===== src/rtl/split_pipe.sv =====
// Two-stage constraint checker: NC lanes evaluate a per-lane operator, then an AND-reduce.
// Optional pass/total/fail statistics are built only when SPLIT_PIPE_STATS_EN is defined.
module split_pipe #(
  parameter int W  = 16,
  parameter int NC = 9,
  parameter int CW = 16
) (
  input  logic            clk,
  input  logic            rst,
  input  logic            in_valid,
  output logic            in_ready,
  input  logic [NC*W-1:0] in_a,
  input  logic [NC*W-1:0] in_b,
  input  logic [2*NC-1:0] cfg_op,
  input  logic [NC*W-1:0] cfg_k,
  output logic            out_valid,
  input  logic            out_ready,
  output logic            out_x,
  output logic [NC-1:0]   out_fail,
  input  logic            clr,
  output logic [CW-1:0]   pass_cnt,
  output logic [CW-1:0]   total_cnt,
  output logic [NC-1:0]   fail_mask
);

  function automatic logic lane_eval(input logic [1:0]   op,
                                     input logic [W-1:0] a,
                                     input logic [W-1:0] b,
                                     input logic [W-1:0] k);
    logic [W-1:0] sum;
    logic         res;
    sum = (a | k) + b;
    unique case (op)
      2'b00:   res = (a != k);
      2'b01:   res = |(a | b);
      2'b10:   res = (a != '0) && (b != '0);
      default: res = |sum;
    endcase
    return res;
  endfunction

  logic [NC-1:0] lane_res;
  logic [NC-1:0] s1_res;
  logic          s1_valid;
  logic          s1_adv;
  logic          s2_adv;

  always_comb begin
    lane_res = '0;
    for (int i = 0; i < NC; i++) begin
      lane_res[i] = lane_eval(cfg_op[2*i +: 2], in_a[i*W +: W], in_b[i*W +: W], cfg_k[i*W +: W]);
    end
  end

  // Backpressure is purely state-driven, so in_ready never loops through in_valid.
  assign s2_adv   = !out_valid || out_ready;
  assign s1_adv   = !s1_valid || s2_adv;
  assign in_ready = s1_adv;

  always_ff @(posedge clk or posedge rst) begin
    if (rst) begin
      s1_valid <= 1'b0;
    end else if (s1_adv) begin
      s1_valid <= in_valid;
    end
  end

  // NOTE: stage-1 payload has no reset; s1_valid qualifies it, so only the valid bit needs one.
  always_ff @(posedge clk) begin
    if (s1_adv && in_valid) begin
      s1_res <= lane_res;
    end
  end

  always_ff @(posedge clk or posedge rst) begin
    if (rst) begin
      out_valid <= 1'b0;
      out_x     <= 1'b0;
      out_fail  <= '0;
    end else if (s2_adv) begin
      out_valid <= s1_valid;
      if (s1_valid) begin
        out_x    <= &s1_res;
        out_fail <= ~s1_res;
      end
    end
  end

`ifdef SPLIT_PIPE_STATS_EN
  logic xfer;
  assign xfer = out_valid && out_ready;

  // clr wins over a same-cycle transfer; counters stick at all-ones.
  always_ff @(posedge clk or posedge rst) begin
    if (rst) begin
      pass_cnt  <= '0;
      total_cnt <= '0;
      fail_mask <= '0;
    end else if (clr) begin
      pass_cnt  <= '0;
      total_cnt <= '0;
      fail_mask <= '0;
    end else if (xfer) begin
      if (total_cnt != '1) total_cnt <= total_cnt + 1'b1;
      if (out_x && (pass_cnt != '1)) pass_cnt <= pass_cnt + 1'b1;
      fail_mask <= fail_mask | out_fail;
    end
  end
`else
  logic unused_clr;
  assign unused_clr = clr;
  assign pass_cnt   = '0;
  assign total_cnt  = '0;
  assign fail_mask  = '0;
`endif

endmodule


===== config.mk =====
export PLATFORM = sky130hd
export DESIGN_NAME = split_pipe
export DESIGN_NICKNAME = d
export VERILOG_FILES = /design/src/rtl/split_pipe.sv
export SDC_FILE = /design/constraint.sdc
export NUM_CORES = 1
export LEC_CHECK = 0
export CORE_AREA = 2 2 200 202
export DETAILED_ROUTE_END_ITERATION = 8
export DIE_AREA = 0 0 202 204
export PLACE_DENSITY_LB_ADDON = 0.12
export SLEW_MARGIN = 0
export SYNTH_ARGS = -nofsm -noshare
export SYNTH_HDL_FRONTEND = slang
export SYNTH_SLANG_ARGS = --single-unit

===== constraint.sdc =====
create_clock -name clk -period 2.9 [get_ports clk]
set_input_delay 0.58 -clock clk [delete_from_list [all_inputs] [get_ports clk]]
set_output_delay 0.58 -clock clk [all_outputs]
set_load 0.01 [all_outputs]

==> key figures, run 1 <==
Clock network
  • CTS Hold Buffers Added: 0
  • Clock Pin Slew Worst Setup and Hold Paths: 70 ps
  • CTS Buffer Depth: 2
  • Inserted Clock Buffers: 3
  • H-tree depth: 1
  • Worst-Skew Late Latency: 270 ps
  • Sink Count: 21
  • CTS tree: done
  • Clock root buffer: clkbuf_16

Worst hold path
  • Worst Hold Launch: s1_res[2]$_DFFE_PP_
  • Worst min path class: register to register
  • Worst hold stages: 1
  • Hold Path End: out_fail[2]$_DFFE_PP0P_

Timing
  • Final Hold Slack: 476.5 ps
  • RSZ-0062 raised after global routing: true
  • Worst slew margin: 60.12%
  • Final setup viols: 4
  • Hold Fails Final Rpt: 0
  • Final Max Slew Viols: 0
  • Worst Tran Pin Value: 596.7 ps
  • Tmin final: 3361 ps
  • Share of the clock period used by the worst path: 115.9%
  • Fin Clk Skew: 9.996 ps
  • FMAX: 297.5 MHz
  • Setup ws final: -461.0 ps

Cells and area
  • Layout cells sized above 1: 35.85%
  • Post-Layout Cell Count: 3287
  • # fillers: 3397
  • Fin nets: 3554
  • Area Growth Syn to Fin: 90.71%

Critical path
  • Most used cell, CP: or4_4
  • Maximum fanout along the worst path: 3
  • CP Capture Type: register
  • Reg2reg path depth: 4
  • Family with the most delay on the worst path: simple AND/OR/NAND/NOR gates
  • CP Launch Type: primary input
  • Worst R2R Start: out_valid$_DFFE_PP0P_
  • Register-to-Register Setup Slack: 1630 ps
  • Largest stage delay, worst path: 560 ps
  • Worst Path Buf+Inv: 3
  • Worst path slowest cell: or4_4
  • Worst Setup Path Type: primary input to register
  • R2r endpoint: out_fail[1]$_DFFE_PP0P_
  • WP data required: 2890 ps
  • Worst path cell trace: clkdlybuf4s50_1 > ha_4 > inv_4 > buf_4 > a22oi_2 > nand4_1 > or4_4 > or4_4 > nor4_4 > a41oi_2
  • Arrival time worst endpoint: 3350 ps

Floorplanning
  • Core Area: 39180 um^2
  • Die extent in x: 202 um
  • Rows: 73
  • Die height: 204 um
  • Full die area: 41210 um^2
  • Initial core utilization: 33.00%
  • I/O pin total: 508

Detailed routing
  • Final ANT Viol Nets: 0
  • Total Wirelength: 54440 um
  • Drt wl/cell: 16.56 um
  • Routed vias: 16381
  • Iteration-0 DRC count of the detailed router: 651
  • Via density: 4.984
  • DR pass1 iterations: 5
  • DRC violations left: 0

Power and ir drop
  • Switching Fraction: 42.55%
  • Power Density: 203.0 nW/um^2
  • Share of power burned in registers: 6.9%
  • Max VDD drop: 0.1596 mV
  • Combinational share of power: 86.8%
  • Leak: 11.78 nW
  • Psw: 0.002130 W
  • Internal: 0.002876 W
  • Clock Power Share: 6.4%

Place
  • Setup WS pre-CTS: -1139 ps
  • Detailed placer's ending HPWL: 45480 um
  • Port Buffers: 465
  • Placed cell count: 3235
  • Routability cong.: 0.9272

GRT
  • Initial antenna violation count: 10
  • GRT overflow: 0
  • Largest net degree at the start of global routing: 21
  • Vias in the first global route: 16857
  • Global-route wire length before repair: 82680 um
  • Gr usage total: 24.25%

Logic synthesis
  • Synth area leaders: ha_1 32%, inv_1 14%, nor4_1 5.4%
  • Synthesized cell area: 12930 um^2
  • Sequential share of the synthesized area: 4.413%
  • Gate Count Post-Synth: 1861
  • Area leader, netlist: ha_1
  • Post-synth EDFFs: 9
  • Share of the synthesized area in the top cell type: 32.22%
  • Cell variety after synth: 74
  • Mapped Avg Cell Area: 6.948 um^2
  • FF+latch count, synth: 21
  • Synth Warn #: 0
  • Most used DFF post-synth: dfrtp_1
  • Fraction of registers with async set/reset: 57.14%

Outcome
  • Status: finished, violations left
  • Failing checks: setup timing

Flow run
  • Max-cap violations: 0
[worst max-delay path by stage]
stage | cells past startpoint | endpoint | startpoint | slack [ps]
2_1_floorplan | 13 | s1_res[1]$_DFFE_PP_ | cfg_k[16] | -250
3_3_place_gp | 14 | s1_res[1]$_DFFE_PP_ | cfg_k[16] | -1110
3_5_place_dp | 14 | s1_res[1]$_DFFE_PP_ | cfg_k[16] | -1140
4_1_cts | 16 | s1_res[3]$_DFFE_PP_ | cfg_k[48] | -380
5_1_grt | 13 | s1_res[1]$_DFFE_PP_ | cfg_k[16] | -530
6_report | 10 | s1_res[1]$_DFFE_PP_ | in_b[28] | -460
[area by class of cell]
| class | instances | area, um^2 | share of cell area [%] |
|---|---|---|---|
| tap | 525 | 656.9 | 2.664 |
| antenna | 6 | 15.01 | 0.06089 |
| multi-input combinational | 1335 | 13310 | 53.97 |
| inverter | 493 | 1989 | 8.068 |
| timing repair buffer | 903 | 8038 | 32.60 |
| sequential | 21 | 570.5 | 2.314 |
| clock buffer | 3 | 75.07 | 0.3044 |
| clock inverter | 1 | 5.005 | 0.02030 |
[cells in the final DEF, fill, tap and decap left out, types with 31 or more instances in the layout]
master and count:
a21oi_1 65, a21oi_2 36, buf_4 428, clkdlybuf4s50_1 299, conb_1 41, dlygate4sd2_1 64, dlymetal6s2s_1 59, ha_1 158
ha_2 43, ha_4 132, inv_1 358, inv_2 95, inv_4 33, nand2_1 92, nand3_1 31, nand4_1 34
nor2_1 75, nor4_1 106, o21ai_0 49, xnor2_1 31
[Yosys cell counts, drive strengths merged (12+ instances only)]
library cell and count:
nand4 34, ha 333, nor4 112, nor2 80, xnor2 41, a21o 22, buf 41, inv 493
dfrtp 12, o21ai 74, or4 15, nand2 108, nand3 36, xor2 26, a31oi 32, mux2i 15
nor3 33, a211oi 18, nand2b 19, a21oi 114
[metrics by stage]
stage	setup TNS [ps]	utilization, %	power [W]	cell area (um^2)
finish	-941.3	62.93	0.005006	24660
global route	-1749	62.93	0.005433	24660
CTS	-1094	58.47	0.004573	22910
detailed placement	-7979	54.08	0.003848	21190
global placement	-7512	54.08	0.003806	21190
floorplan	-439.1	-	0.002011	13250
[metal layers]
metal	up-vias	wire [um]	track usage (%)
met4	10	1081	3.965
met5	-	57	0
li1	8204	-	-
met3	72	2479	3.268
met1	7641	22740	28.76
met2	454	28080	46.69
[state kept, by name, summed over array words and instances (netlist names)]
signal and cells:
s1_res 9, out_x 1, out_fail 9, s1_valid 1
out_valid 1
[power groups by stage]
stage	clock [W]	combinational, W	sequential (W)
detailed placement	0	0.00350	0.000350
global route	0.000348	0.00474	0.000346
finish	0.000319	0.00434	0.000344
global placement	0	0.00346	0.000349
floorplan	0	0.00166	0.000350
CTS	0.000338	0.00389	0.000344
[cells by family after synthesis]
| kind of cell | count (synthesis) | share of synthesized area, % |
|---|---|---|
| buf+inv | 545 | 17.01 |
| compound gates | 385 | 19.39 |
| fa+ha+maj | 342 | 33.62 |
| other cells | 1 | 0.02900 |
| xor+xnor | 67 | 4.538 |
| flops | 21 | 4.413 |
| mux | 17 | 1.335 |
| simple gates | 483 | 19.66 |
[repair_timing]
action / 4_1_cts / 5_1_grt
setup buffers: 25 / 19
pin swaps: 169 / 183
cloned: 0 / 0
endpoints found under the setup margin: 9 / 9
endpoints found under the hold margin: 0 / 0
gates resized for setup: 502 / 404
Note: power is estimated with default switching activity, not from simulation.
==> run 2: changes to the inputs <==
- PLACE_DENSITY_LB_ADDON: 0.12 -> unset
==> run 2 against run 1 <==
The flow still finishes with violations (setup timing). Clock power down 1%. Worst hold slack improved by 4.2 ps. Flip-flop and latch count unchanged. Utilization rose by 1.9 points. Highest routed layer unchanged. Clock skew decreased by 1.7 ps. Global-route usage increased by 0.31 points. Cell area up 3.0%. Sequential share of layout area down 0.067 points.
==> key figures, run 2 (synthesis gave the netlist of run 1 again) <==
Floorplanning
  • Initial core utilization: 33.00% (unchanged)
  • I/O pin total: 508 (unchanged)
  • Full die area: 41210 um^2 (unchanged)
  • Die extent in x: 202 um (unchanged)
  • Die height: 204 um (unchanged)
  • Rows: 73 (unchanged)
  • Core Area: 39180 um^2 (unchanged)

Clock network
  • CTS Hold Buffers Added: 0 (unchanged)
  • Inserted Clock Buffers: 3 (unchanged)
  • Clock root buffer: clkbuf_16
  • CTS Buffer Depth: 2 (unchanged)
  • Worst-Skew Late Latency: 260 ps (about the same)
  • CTS tree: done
  • H-tree depth: 1 (unchanged)
  • Clock Pin Slew Worst Setup and Hold Paths: 60 ps (about the same)
  • Sink Count: 21 (unchanged)

Worst hold path
  • Worst min path class: register to register

Detailed routing
  • DR pass1 iterations: 6 (+1)
  • Drt wl/cell: 17.00 um (+2.6%)
  • Via density: 5.028 (+0.89%)
  • DRC violations left: 0 (unchanged)
  • Final ANT Viol Nets: 0 (unchanged)
  • Iteration-0 DRC count of the detailed router: 767 (+18%)
  • Routed vias: 16663 (+1.7%)
  • Total Wirelength: 56330 um (+3.5%)

Cells and area
  • Leading registers by flop count: out_fail: 9 flops, s1_res: 9 flops
  • Area Growth Syn to Fin: 96.39%
  • Most common cell after layout, fill and taps aside: buf_4
  • Commonest non-fill, non-tap cells in the layout: 443 x buf_4, 333 x inv_1, 276 x clkdlybuf4s50_1, 152 x ha_4, 134 x ha_1
  • Fin nets: 3574 (+0.56%)
  • Layout cells sized above 1: 39.37% (+3.5 points)
  • Fin util: 64.81% (+1.9 points)

Power and ir drop
  • Max VDD drop: 0.1674 mV (+4.9%)
  • Leak: 12.05 nW (+2.3%)
  • Clock Power Share: 6.1% (-0.3 points)
  • Switching Fraction: 42.88% (+0.33 points)
  • Psw: 0.002220 W (+4.2%)
  • Combinational share of power: 87.3% (+0.5 points)
  • Share of power burned in registers: 6.6% (-0.3 points)
  • Power Density: 203.8 nW/um^2 (+0.41%)
  • Internal: 0.002957 W (+2.8%)
  • Total Power: 0.005176 W (+3.4%)

Timing
  • Final setup viols: 4 (unchanged)
  • RSZ-0062 raised after global routing: true
  • Hold Fails Final Rpt: 0 (unchanged)
  • Share of the clock period used by the worst path: 111.9% (-4.0 points)
  • Final Max Slew Viols: 0 (unchanged)
  • Fin Clk Skew: 8.265 ps (-1.731 ps)
  • FMAX: 308.3 MHz (+3.6%)
  • Worst slew margin: 51.85% (-8.3 points)
  • Total negative slack: -904.4 ps (+36.85 ps)
  • Tmin final: 3244 ps (-117.1 ps)
  • Setup ws final: -343.8 ps (+117.1 ps)
  • Final Hold Slack: 480.8 ps (+4.223 ps)
  • Worst Tran Pin Value: 713.2 ps (+116.5 ps)

Place
  • Setup WS pre-CTS: -1070 ps (+68.19 ps)
  • Detailed placer's ending HPWL: 46490 um (+2.2%)
  • Port Buffers: 465 (unchanged)
  • Routability cong.: 0.9904 (+6.8%)

Outcome
  • Status: finished, violations left
  • Failing checks: setup timing

Critical path
  • Largest stage delay, worst path: 530 ps (-30 ps)
  • Family with the most delay on the worst path: simple AND/OR/NAND/NOR gates
  • Worst path slowest cell: or4_4
  • CP Capture Type: register
  • Maximum fanout along the worst path: 3 (unchanged)
  • WP data required: 2900 ps (about the same)
  • Arrival time worst endpoint: 3240 ps (-110 ps)
  • Worst path cell trace: buf_12 > inv_12 > ha_4 > inv_4 > ha_4 > inv_2 > fa_2 > o21ai_4 > xnor2_1 > nand2_1 > or4_4 > or4_4 > nor4_4 > a41oi_2
  • CP Launch Type: primary input
  • Worst Path Buf+Inv: 4 (+1)
  • Worst Setup Path Type: primary input to register

GRT
  • Largest net degree at the start of global routing: 21 (unchanged)
  • Vias in the first global route: 16881 (+0.14%)
  • Global-route wire length before repair: 82740 um (about the same)
  • GRT overflow: 0 (unchanged)
  • Gr usage total: 24.56% (+0.31 points)
  • Initial antenna violation count: 15 (+5)

Flow run
  • Max-cap violations: 0 (unchanged)
[run 2: power by group through the flow]
stage / Combinational [W] / Clock (W) / Sequential [W]
6_report: 0.00452 / 0.000315 / 0.000341
3_5_place_dp: 0.00353 / 0 / 0.000347
2_1_floorplan: 0.00166 / 0 / 0.000350
3_3_place_gp: 0.00348 / 0 / 0.000347
4_1_cts: 0.00394 / 0.000332 / 0.000341
5_1_grt: 0.00489 / 0.000344 / 0.000343
[run 2: tightest hold or removal path, delay by kind of cell (launching register included)]
kind | cells | cell delay (ps)
AOI/OAI and AO/OA | 1 | 60
DFF | 1 | 340
and+or+nand+nor | 1 | 50
[run 2: layout make-up]
type / count / area (um^2)
clock inverters: 1 / 5.005
diodes: 13 / 32.53
clock buffers: 3 / 75.07
fillers: 3228 / 13790
flip-flops and latches: 21 / 570.5
repair buffers: 923 / 8268
inverters: 493 / 1973
well taps: 525 / 656.9
multi-input cells: 1335 / 13810
[run 2: repair_timing]
| item | in CTS | in global routing |
|---|---|---|
| buffers inserted | 34 | 20 |
| pin swaps | 180 | 218 |
| endpoints found under the setup margin | 9 | 9 |
| gates resized for setup | 552 | 477 |
[run 2: path summary, 6_finish.rpt]
| kind | from | to | slack, ps | depth (start not counted) |
|---|---|---|---|---|
| worst max-delay path | cfg_k[16] | s1_res[1]$_DFFE_PP_ | -340 | 14 |
| worst min-delay path | out_x$_DFFE_PP0P_ | out_x$_DFFE_PP0P_ | 480 | 2 |
| worst max register to register | out_valid$_DFFE_PP0P_ | out_fail[2]$_DFFE_PP0P_ | 1680 | 4 |
| worst min register to register | out_x$_DFFE_PP0P_ | out_x$_DFFE_PP0P_ | 480 | 2 |
| max in group asynchronous | rst | out_fail[2]$_DFFE_PP0P_ | 1970 | 2 |
| min in group asynchronous | rst | out_fail[4]$_DFFE_PP0P_ | 620 | 2 |
[run 2: per-layer routing]
metal | up-vias | wire [um] | track usage (%)
met1 | 7750 | 22660 | 28.00
met5 | - | 34 | 0
met4 | 4 | 1967 | 8.508
li1 | 8233 | - | -
met3 | 121 | 3093 | 4.066
met2 | 555 | 28570 | 46.01
[run 2: metrics by stage]
stage                     cell area [um^2]  cells
after floorplan                      13250   1901
after global placement               21310   3249
after detailed placement             21310   3249
after CTS                            23180   3282
after global routing                 25390   3312
final                                25390   3314
==> run 3: changes to the inputs <==
- GPL_TIMING_DRIVEN: unset -> 1
==> results of run 3 <==
The final DEF is identical to that of run 2; final timing and power are the same.
==> edit 1: new RTL, config.mk and constraints of run 3 <==
The parameter `CW` goes from 16 to 18.
--- a/src/rtl/split_pipe.sv
+++ b/src/rtl/split_pipe.sv
@@ -5,3 +5,3 @@
   parameter int NC = 9,
-  parameter int CW = 16
+  parameter int CW = 18
 ) (
Ports: changed (resized pass_cnt and total_cnt); port bits go from 508 to 512. No check against the original RTL was run, so the function may have changed too.
==> edit 1 against run 3 <==
The flow still finishes with violations (setup timing). Total power fell by 0.77%. Hold slack improved by 4.1 ps. Routed wire length increased by 0.39%. Via count fell by 1.3%. Sequential cell count unchanged. Clock skew decreased by 2.3 ps. Non-clock buffer count down 1. Synthesized area increased by 0.23%. Design area decreased by 0.77%. Critical path depth down 1. Worst setup slack better by 9.8 ps. Combinational power fell by 0.9%. Largest cell class unchanged. Largest power group unchanged. Highest routed layer unchanged.
==> edit 1: results (changes against run 3) <==
| Metric | Value |
|---|---|
| Clock transition at path regs | 70 ps |
| VDD IR-drop max | 173.6 uV (was 167.4 uV) |
| HP Class | reg2reg (unchanged) |
| Crit path arrival time | 3230 ps (was 3240 ps) |
| Cell variety after synth | 74 (unchanged) |
| Top cells by area, synth | ha_1, inv_1, nor4_1 (unchanged) |
| GRT Total Usage | 25.65% (was 24.56%) |
| # port buffers | 465 (unchanged) |
| Async set or reset register ratio after synthesis | 57.14% (unchanged) |
| Crit-path max FO | 2 (was 3) |
| Worst path max stage delay | 570 ps (was 530 ps) |
| Rel. slew slack | 63.45% (was 51.85%) |
| H-tree Lvls | 1 (unchanged) |
| Gpl congestion | 0.9582 (was 0.9904) |
| Final nets | 3577 (was 3574) |
| Area post-placement | 21280 um2 (was 21310 um2) |
| Final count of negative-setup-slack endpoints | 3 (was 4) |
| Root Driver | clkbuf_16 (unchanged) |
| Largest net degree at the start of global routing | 21 (unchanged) |
| First-pass DRT Iterations | 5 (was 6) |
| Biggest registers after layout | out_fail: 9 flops, s1_res: 9 flops (unchanged) |
| Post-detail-place hpwl | 47.20 mm (was 46.49 mm) |
| Sequential area share after synthesis | 4.402% (was 4.413%) |
| Share of layout cells above drive strength 1 | 38.29% (was 39.37%) |
| YS warnings | 0 (unchanged) |
| Lkg Pwr | 11.91 nW (was 12.05 nW) |
| Initial antenna violation count | 9 (was 15) |
| Vias in the first global route | 17.42k (was 16.88k) |
| Max Slew Vio Count | 0 (unchanged) |
| Final Worst Setup Slack | -334.0 ps (was -343.8 ps) |
| TritonCTS buffer count | 3 (unchanged) |
| Slowest cell on the critical path | or4_4 (unchanged) |
| Total Routed Length | 56.55 mm (was 56.33 mm) |
| Skew-Pair Late Insertion Delay | 270 ps |
| Main flop type after synthesis | dfrtp_1 (unchanged) |
| First-pass GRT wire length | 86.51 mm (was 82.74 mm) |
| EDFF count, synth | 9 (unchanged) |
| Status | finished, violations left (unchanged) |
| Routed vias | 16.45k (was 16.66k) |
| DR iter-0 viols | 708 (was 767) |
| Post-synth top cells | inv_1, ha_1, a21oi_1 (unchanged) |
| Clock Path Buffers | 2 (unchanged) |
| Max-cap violations | 0 (unchanged) |
| Clk_skew | 6.010 ps (was 8.265 ps) |
| FILL cells | 3314 (was 3228) |
| Failing checks | setup timing (unchanged) |
[edit 1: final cells by class]
cell class              count  share of cell area [%]
inverters                 493                   7.980
clock buffers               3                  0.2979
flip-flops and latches     21                   2.264
clock inverters             1                 0.01986
multi-input cells        1339                   54.11
well taps                 525                   2.607
repair buffers            922                   32.64
diodes                      8                 0.07945
[edit 1: final timing paths]
path	from	end	slack, ps	cells after the start
setup / recovery	cfg_k[16]	s1_res[1]	-330	13
hold reg to reg	out_fail[3]	out_fail[3]	480	2
hold / removal	out_fail[3]	out_fail[3]	480	2
min in group asynchronous	rst	out_fail[4]	630	2
setup reg to reg	out_valid	out_fail[2]	1660	4
max in group asynchronous	rst	out_fail[2]	1950	2
[edit 1: per-layer routing]
metal / global-route usage, % / routed length (um) / part of all wire (%)
met1: 29.29 / 23220 / 41
met2: 50.00 / 29450 / 52
met3: 3.316 / 2482 / 4.4
met4: 6.119 / 1376 / 2.4
met5: 0 / 13 / 0.023
[edit 1: critical path, delay by kind of cell]
kind	cells	cell delay (ps)
AND/OR/NAND/NOR	5	1530
AO/OA/AOI/OAI	1	130
buffers and inverters	4	210
adder cells (fa/ha/maj)	3	780
[edit 1: stage by stage]
step                      utilization (%)  instances  worst slack [ps]  TNS [ps]
after floorplan                         -       1909            -245.2    -439.1
after global placement              54.30       3247             -1010     -7591
after detailed placement            54.30       3247             -1077     -8205
after CTS                           60.31       3289            -317.5    -898.7
after global routing                64.30       3311            -415.9     -1390
final                               64.31       3312            -334.0    -700.0
[edit 1: repair_timing]
action / 4_1_cts / 5_1_grt
cloned: 0 / 0
setup buffers: 41 / 17
resized for setup: 685 / 341
pin swaps: 218 / 175
setup endpoints to repair: 9 / 9
[edit 1: cell families after synthesis]
| family | count (synthesis) | share of synthesized area [%] |
|---|---|---|
| buf+inv | 549 | 17.20 |
| simple gates | 483 | 19.62 |
| compound gates | 385 | 19.35 |
| fa+ha+maj | 342 | 33.54 |
| xor+xnor | 67 | 4.528 |
| flops | 21 | 4.402 |
| mux | 17 | 1.332 |
| other cells | 1 | 0.02894 |
[edit 1: power by group]
group / total [mW] / internal [mW] / switching (mW)
logic: 4.48 / 2.43 / 2.05
registers: 0.342 / 0.330 / 0.0127
clock network: 0.317 / 0.186 / 0.131
==> edit 2: new RTL, flow settings as in run 3 <==
Without the edit above. Register the input `cfg_op` before use, with the module's reset. The logic sees it one clock later. The other inputs are not delayed to match.
--- a/src/rtl/split_pipe.sv
+++ b/src/rtl/split_pipe.sv
@@ -24,2 +24,12 @@
 );
+
+  logic [2*NC-1:0] cfg_op_q;
+
+  always_ff @(posedge clk or posedge rst) begin
+    if (rst) begin
+      cfg_op_q <= '0;
+    end else begin
+      cfg_op_q <= cfg_op;
+    end
+  end
 
@@ -50,3 +60,3 @@
     for (int i = 0; i < NC; i++) begin
-      lane_res[i] = lane_eval(cfg_op[2*i +: 2], in_a[i*W +: W], in_b[i*W +: W], cfg_k[i*W +: W]);
+      lane_res[i] = lane_eval(cfg_op_q[2*i +: 2], in_a[i*W +: W], in_b[i*W +: W], cfg_k[i*W +: W]);
     end
Function: changed (Yosys sat finds a counterexample within 4 cycles, from zero or initial values and one cycle with rst high).
==> edit 2 against run 3 <==
The run still ends with setup timing left. Critical path type unchanged. Worst setup slack better by 100 ps. Register-to-register slack worse by 1100 ps. Via count is 3.8% higher. Total power is 12% higher. Routed wire length is 3.8% higher. Largest power group unchanged. Synthesized area is 7.3% higher. Design area is 1.7% higher. Highest routed layer is now met4. Non-clock buffer count is 2 higher. Sequential cell count is 18 higher. Clock skew is 3.5 ps lower. First-iteration DRC count is 3.4% lower.
==> edit 2: results (changes against run 3) <==
| Metric | Value |
|---|---|
| Status | finished, violations left (unchanged) |
| Failing checks | setup timing (unchanged) |
| Vias in the first global route | 18.10k (was 16.88k) |
| Gpl congestion | 0.9037 (was 0.9904) |
| DR iter-0 viols | 741 (was 767) |
| TritonCTS buffer count | 5 (was 3) |
| First-pass DRT Iterations | 5 (was 6) |
| Sequential area share after synthesis | 7.357% (was 4.413%) |
| H-tree Lvls | 2 (was 1) |
| Placement Setup Slack | -1151 ps (was -1070 ps) |
| Compound-Gate Fraction of Synth Area | 18.44% (was 19.39%) |
| Area post-placement | 22430 um2 (was 21310 um2) |
| Xor/xnor cell area share of the yosys netlist | 4.670% (was 4.538%) |
| Adder-cell share of the synthesized area | 31.32% (was 33.62%) |
| CTS resizes | 571 (was 552) |
| Worst hold slack | 481.7 ps (was 480.8 ps) |
| Skew-Pair Late Insertion Delay | 300 ps (was 260 ps) |
| Total Routed Length | 58.46 mm (was 56.33 mm) |
| Mux cell area share after synthesis | 0.6852% (was 1.335%) |
| Worst R2R Setup Slack | 540 ps (was 1680 ps) |
| Final count of negative-setup-slack endpoints | 8 (was 4) |
| Initial antenna violation count | 8 (was 15) |
| GRT Total Usage | 26.71% (was 24.56%) |
| Top cells by area, synth | ha_1, inv_1, nor4_1 (unchanged) |
| Crit-path max FO | 4 (was 3) |
| Final Worst Setup Slack | -241.7 ps (was -343.8 ps) |
| Slowest cell on the critical path | clkdlybuf4s50_1 (was or4_4) |
| Lkg Pwr | 11.97 nW (was 12.05 nW) |
## edit 2: path summary, 6_finish.rpt
check	endpoint	start	cells past startpoint
worst max-delay path	s1_res[5]	in_a[88]	11
worst min-delay path	out_fail[4]	out_fail[4]	2
worst max register to register	s1_res[1]	cfg_op_q[2]	5
worst min register to register	out_fail[4]	out_fail[4]	2
max in group asynchronous	cfg_op_q[7]	rst	2
min in group asynchronous	cfg_op_q[0]	rst	2
## edit 2: layer usage
metal	GRT usage (%)	routed length (um)
met5	0	0
met4	6.460	1381
met3	3.077	2654
met2	50.81	30280
met1	31.71	24150
## edit 2: cell type report
type                       instances  share of cell area [%]
multi-input combinational       1374                   53.01
sequential                        39                   3.955
clock inverter                     2                  0.2326
antenna                            7                 0.06785
inverter                         501                   7.914
timing repair buffer             925                   31.78
tap                              525                   2.544
clock buffer                       6                  0.4992
## edit 2: power by group
group          total (mW)  internal, mW  switching [mW]
clock network       0.773         0.495           0.277
registers           0.605         0.584          0.0203
logic                4.43          2.37            2.05
total                5.81          3.45            2.35
